### src/rtl/cntr_updn_mod_nb.sv
`default_nettype none
// ============================================================================
// Module   : cntr_updn_mod_nb
// Brief    : n-bit up/down counter, programmable terminal value, load,
//            wrap or saturate mode, registered one-cycle wrap strobe.
// Revision : 1.0 - initial release
// ============================================================================
module cntr_updn_mod_nb #(
  parameter int n   = 8,
  parameter bit SAT = 1'b0
) (
  input  logic         clk,
  input  logic         clr,
  input  logic         en,
  input  logic         up,
  input  logic         ld,
  input  logic [n-1:0] D,
  input  logic [n-1:0] max,
  output logic [n-1:0] count,
  output logic         rco,
  output logic         wrap
);

  localparam logic [n-1:0] c_ONE  = {{(n-1){1'b0}}, 1'b1};
  localparam logic [n-1:0] c_ZERO = '0;

  logic [n-1:0] r_count;
  logic         r_wrap;
  logic         w_at_top;
  logic         w_at_zero;
  logic         w_above;
  logic [n-1:0] w_load_val;

  assign w_at_top   = (r_count >= max);
  assign w_at_zero  = (r_count == c_ZERO);
  assign w_above    = (r_count > max);
  assign w_load_val = (D > max) ? max : D;

  always_ff @(posedge clk) begin
    if (clr) begin
      r_count <= c_ZERO;
      r_wrap  <= 1'b0;
    end else if (ld) begin
      r_count <= w_load_val;
      r_wrap  <= 1'b0;
    end else if (en) begin
      if (up) begin
        if (!w_at_top) begin
          r_count <= r_count + c_ONE;
          r_wrap  <= 1'b0;
        end else if (SAT) begin
          r_wrap  <= 1'b0;
        end else begin
          r_count <= c_ZERO;
          r_wrap  <= 1'b1;
        end
      end else begin
        // A count stranded above a lowered max snaps back to the new limit.
        if (w_above) begin
          r_count <= max;
          r_wrap  <= 1'b0;
        end else if (!w_at_zero) begin
          r_count <= r_count - c_ONE;
          r_wrap  <= 1'b0;
        end else if (SAT) begin
          r_wrap  <= 1'b0;
        end else begin
          r_count <= max;
          r_wrap  <= 1'b1;
        end
      end
    end else begin
      r_wrap <= 1'b0;
    end
  end

  assign count = r_count;
  assign wrap  = r_wrap;
  assign rco   = (up & w_at_top) | (~up & w_at_zero);

endmodule
`default_nettype wire

### config.mk
export PLATFORM = sky130hd
export DESIGN_NAME = cntr_updn_mod_nb
export DESIGN_NICKNAME = d
export VERILOG_FILES = /design/src/rtl/cntr_updn_mod_nb.sv
export SDC_FILE = /design/constraint.sdc
export NUM_CORES = 1
export LEC_CHECK = 0
export BUFFER_PORTS_ARGS = -buffer_cell sky130_fd_sc_hd__buf_2
export CORE_ASPECT_RATIO = 1.75
export CORE_MARGIN = 2
export CORE_UTILIZATION = 55
export CTS_BUF_LIST = sky130_fd_sc_hd__clkbuf_16
export DETAILED_ROUTE_END_ITERATION = 12
export GPL_ROUTABILITY_DRIVEN = 0
export PLACE_DENSITY_LB_ADDON = 0.12
export SLEW_MARGIN = 25
export SYNTH_ARGS = -nofsm -noshare
export SYNTH_HDL_FRONTEND = slang
export SYNTH_SLANG_ARGS = --single-unit
### constraint.sdc
create_clock -name clk -period 2.8 [get_ports clk]
set_input_delay 0 -clock clk [delete_from_list [all_inputs] [get_ports clk]]
set_output_delay 0 -clock clk [all_outputs]
set_load 0.01 [all_outputs]
==> impl_metrics.yaml, run 1 <==
place:
  dp_cells: 255
  port_buffers: 30
  place.detailed.hpwl_um: 3820
synthesis:
  synth_edf_count: 0
  synth_compound_area_share_pct: 35.6
  ys_warn_count: 0
  synth-seq-area-share_pct: 12.2
  syn_inst: 202
  synthXorXnorAreaFrac_pct: 4.74
  synth_ff_type: "dfxtp_1"
  ys_seq_elements: 9
  avgSynthCellArea_um2: 7.32
  synthMuxAreaShare_pct: 0.677
  synth_top_family_by_area: "compound AO/OA/AOI/OAI gates"
  synth_nets: 242
  ys_types: 52
  syn_area_um2: 1480
  synth-simple-area-share_pct: 22.8
  synth_adder_area_share_pct: 16.1
  synthArstFlopShare_pct: 0
layout:
  multi_input_area_um2: 1190
  fin_cells: 259
  drive_above_1_share_pct: 19.7
  fin_nets: 274
  area_growth_pct: 16.5
  num-fill-cells: 221
  seqCellArea_um2: 180
  fin_util_pct: 68.3
  antenna_cells: 0
grt:
  grt_pass1_vias: 1854
  antenna_found_initial: 0
  grt_pass1_wl_um: 8470
  grt_max_degree: 20
  overflow: 0
  grtUsageTotal_pct: 34.8
timing:
  max_slew_margin_pct: 57.5
  setup_violations: 0
  rsz0062_at_grt: "false"
  finClkSkew_ps: 0.899
  slew_violations: 0
  clock.fmax_ghz: 0.382
  hold_viol_final: 0
  layout_min_cycle_time_ps: 2610
  fin_crit_sh_pct: 93.4
  worst_pin_slew_ps: 636
  tns_ps: 0
cts:
  clock-root-buffer: "clkbuf_16"
  cts_sinks: 9
  postCtsSetupRepairBufs: 0
  cts.hold.buffers_added: 0
  cts_tree: "yes"
  cts-htree-levels: 1
  cts_made_buffers: 3
  cts_buffer_depth: 2
  insertion_delay_ps: 240
  clk_pin_slew_ps: 40
  cts_resized: 0
die:
  initial_core_util_pct: 58.6
  core_um2: 2520
  rows: 24
  fp.dieH_um: 72.6
  fp.dieW_um: 43.2
  fp.dieArea_um2: 3140
  boundaryPins: 31
drt:
  drt_iter0_markers: 101
  post_drt_wl_per_cell_um: 19.3
  vias_per_cell: 7.10
  drt_pass1_iterations: 5
  routed_wl_um: 5000
  vias: 1838
  drc: 0
  antenna_left: 0
power:
  ir_worst_vdd_v: 0.000266
  cellPowerDensity_nw_per_um2: 476
  p_leak_uw: 0.000758
critical_path:
  path_class: "flip-flop to flip-flop"
  crit_chain: "inv_1 > ha_1 > nand4_1 > nor2_1 > nor2_1 > o311a_1 > a2111oi_0 > a2111oi_0"
  cp_max_fo: 9
  max_stage_delay_ps: 480
  required_ps: 2880
  endpoint_kind: "flip-flop"
  cp-start-kind: "flip-flop"
  arrival_ps: 2700
  cpMaxStageDelayCell: "dfxtp_1"
job:
  cap_violations: 0
outcome:
  status: "finished, final reports clean"
min_path:
  hold_class: "input port to flip-flop"
==> routing by layer <==
| metal | track usage, % | part of all wire (%) |
|---|---|---|
| met1 | 39.6 | 34 |
| met2 | 60.0 | 49 |
| met3 | 2.72 | 10 |
| met4 | 22.9 | 6.9 |
| met5 | 0 | 0 |
==> layout by cell type (no fill, tap or decap), types with 2 or more instances in the layout <==
cell type and instances:
nor4_1 3, buf_4 5, buf_2 30, a211oi_1 3, xnor2_1 7, nand2_1 11
o21a_1 2, o21ai_1 3, nand4_1 5, nand2b_1 2, a2111oi_0 2, clkbuf_16 3
o2bb2ai_1 3, dfxtp_1 9, inv_1 15, o311ai_0 2, o41ai_1 2, nor2_1 16
o21ai_0 12, ha_1 19, nor3_1 5, a21oi_1 22, a31oi_1 6, o211ai_1 8
nor2b_1 3, nor4b_2 2, nand3_1 9
==> through the flow <==
stage               total power [uW]  hold WS [ps]  setup WS (ps)  instance area, um^2
global route                     864          91.2           40.0                 1720
finish                           820          75.0            185                 1720
CTS                              805          78.0           43.0                 1720
global placement                 538           322            388                 1640
floorplan                        438           179            469                 1480
detailed placement               548           319            206                 1640
==> sequential cells by signal, indices dropped and copies added (netlist names) <==
signal  flops
count       8
wrap        1
==> cell type report <==
| class | count | share of cell area (%) |
|---|---|---|
| Clock inverter | 1 | 0.218 |
| Multi-Input combinational cell | 170 | 68.9 |
| Tap cell | 26 | 1.89 |
| Timing Repair Buffer | 35 | 10.9 |
| Inverter | 15 | 3.27 |
| Clock buffer | 3 | 4.36 |
| Sequential cell | 9 | 10.5 |
==> cell usage after synthesis (all sizes together) (2+ instances only) <==
library cell	count	share of area, %
nor2	16	4.1
inv	14	3.6
o41ai	2	1.2
o2bb2ai	3	1.8
a2111oi	2	1.2
nand2b	2	0.85
clkbuf	3	0.85
xnor2	7	4.1
ha	19	16
o21ai	15	5.1
nor2b	3	1.3
nor4b	2	2.0
o211ai	8	4.1
a21oi	22	7.4
o311ai	2	1.2
a211oi	4	2.0
nor3	5	1.7
dlygate4sd3	2	1.4
dfxtp	9	12
a211o	2	1.3
nand3	9	3.0
nor4	3	1.3
a31oi	6	2.5
nand2	11	2.8
nand4	5	2.1
o21a	2	1.0
buf	3	1.9
==> kinds of logic after synthesis <==
| kind of cell | after synthesis |
|---|---|
| flops | 9 |
| simple gates | 63 |
| buf+inv | 23 |
| compound gates | 79 |
| mux | 1 |
| xor+xnor | 8 |
| fa+ha+maj | 19 |
==> final timing paths <==
kind                  from       end  slack (ps)  cells past startpoint
hold / removal      max[6]  count[6]          80                      3
setup reg to reg  count[0]  count[7]         190                      8
hold reg to reg   count[5]  count[5]         720                      2
setup / recovery  count[0]  count[7]         190                      8
==> critical path: cells and delay by family (launching register included) <==
family          cells  cell delay (ps)
buf+inv             1              160
compound gates      3              880
flops               1              480
simple gates        3              640
fa+ha+maj           1              300
==> report_power, final <==
part	switching (uW)	internal, uW	leakage (uW)
Combinational	230	160	0.000641
Clock	68.2	187	0.0000423
Sequential	32.0	144	0.0000747
Note: power is estimated with default switching activity, not from simulation.
==> run 2: changes to the inputs <==
Clock period 2.8 ns to 2.97 ns, I/O delays scaled along.
==> run 2 against run 1 <==
  * Worst setup slack better by 180 ps
  * Sequential share of layout area rose by 0.17 points
  * Sequential cell count unchanged
  * Clock skew rose by 1.7 ps
  * Via count shrank 2.8%
  * Count of clock-buffer cells in the layout unchanged
  * Worst hold slack about the same
  * Cell area decreased by 1.6%
  * Largest power group unchanged
  * Highest routed layer unchanged
  * Global-route usage up 0.20 points
  * Critical path depth is 1 lower
==> impl_metrics.yaml, run 2 (synthesis results as in run 1) <==
place:
  place_ws_ps: 442
  port_buffers: 30
  place.detailed.hpwl_um: 3890
  placed_area_um2: 1620
job:
  cap_violations: 0
layout:
  fin_area_um2: 1700
  antenna_cells: 0
  most-common-layout-cells: "buf_2 (30), a21oi_1 (22), ha_1 (19)"
  drive_above_1_share_pct: 18.3
  final_common_cell: "buf_2"
  largest_register_ffs: 8
  fin_nets: 271
  area_growth_pct: 14.6
drt:
  vias_per_cell: 6.98
  drc: 0
  routed_wl_um: 4990
  drt_iter0_markers: 85
  vias: 1786
  drt_pass1_iterations: 6
  antenna_left: 0
  post_drt_wl_per_cell_um: 19.5
timing:
  max_slew_margin_pct: 58.8
  slew_violations: 0
  rsz0062_at_grt: "false"
  tns_ps: 0
  finClkSkew_ps: 2.58
  worst_pin_slew_ps: 615
  setup_slack_ps: 366
  clock.fmax_ghz: 0.384
  fin_crit_sh_pct: 87.7
  layout_min_cycle_time_ps: 2600
  setup_violations: 0
  hold_viol_final: 0
critical_path:
  path_class: "flip-flop to flip-flop"
  endpoint_kind: "flip-flop"
  required_ps: 3060
  cp_max_fo: 12
  cp-start-kind: "flip-flop"
  arrival_ps: 2700
cts:
  cts-htree-levels: 1
  clock-root-buffer: "clkbuf_16"
  insertion_delay_ps: 240
  cts_sinks: 9
  cts_buffer_depth: 2
  cts_made_buffers: 3
  postCtsSetupRepairBufs: 0
  cts_resized: 0
  clk_pin_slew_ps: 40
  cts_tree: "yes"
  cts.hold.buffers_added: 0
die:
  boundaryPins: 31
  fp.dieH_um: 72.6
  rows: 24
  core_um2: 2520
  fp.dieArea_um2: 3140
  initial_core_util_pct: 58.6
  fp.dieW_um: 43.2
power:
  p_total_uw: 773
  ir_worst_vdd_v: 0.000262
  cellPowerDensity_nw_per_um2: 456
  p_leak_uw: 0.000742
grt:
  grt_max_degree: 20
  antenna_found_initial: 0
  overflow: 0
  grt_pass1_vias: 1781
  grtUsageTotal_pct: 35.0
  grt_pass1_wl_um: 8380
outcome:
  status: "finished, final reports clean"
min_path:
  hold_class: "input port to flip-flop"
-- run 2: cell types whose count changed in the layout (fill, tap and decap cells not counted), sizes merged --
cell / change
buf: -3
-- run 2: where the power goes --
part | total (uW) | leakage [uW] | internal, uW | switching, uW
sequential | 175 | 0.0000747 | 135 | 39.5
clock | 249 | 0.0000423 | 177 | 72.0
combinational | 349 | 0.000625 | 145 | 204
-- run 2: layout make-up --
type                            instances  area [um^2]
Tap cell                               26         32.5
Timing Repair Buffer                   32          165
Inverter                               15         56.3
Fill cell                             220          827
Clock inverter                          1         3.75
Sequential cell                         9          180
Multi-Input combinational cell        170         1180
Clock buffer                            3         75.1
-- run 2: layer usage --
metal,wire length (um),track usage [%]
met1,1810,40.9
met2,2480,60.0
met3,403,3.71
met4,292,20.2
met5,0,0
-- run 2: stage by stage --
| step | utilization [%] | instances | hold slack [ps] |
|---|---|---|---|
| floorplan | - | 202 | 179 |
| global placement | 64.1 | 252 | 304 |
| detailed placement | 64.1 | 252 | 315 |
| CTS | 67.2 | 256 | 73.1 |
| global route | 67.2 | 256 | 107 |
| finish | 67.2 | 256 | 74.8 |
-- run 2: path summary, 6_finish.rpt --
| check | slack [ps] | from | to | depth (start not counted) |
|---|---|---|---|---|
| max | 370 | count[3] | count[7] | 7 |
| max reg2reg | 370 | count[3] | count[7] | 7 |
| min reg2reg | 680 | count[5] | count[5] | 2 |
| min | 70 | max[6] | count[6] | 3 |
-- run 2: critical path: stages (launching register included) --
cell,delay [ps]
dfxtp_1,590
ha_1,350
nand4_1,170
nor2_1,110
a211oi_1,550
nor3_1,160
a2111oi_0,410
a2111oi_0,110
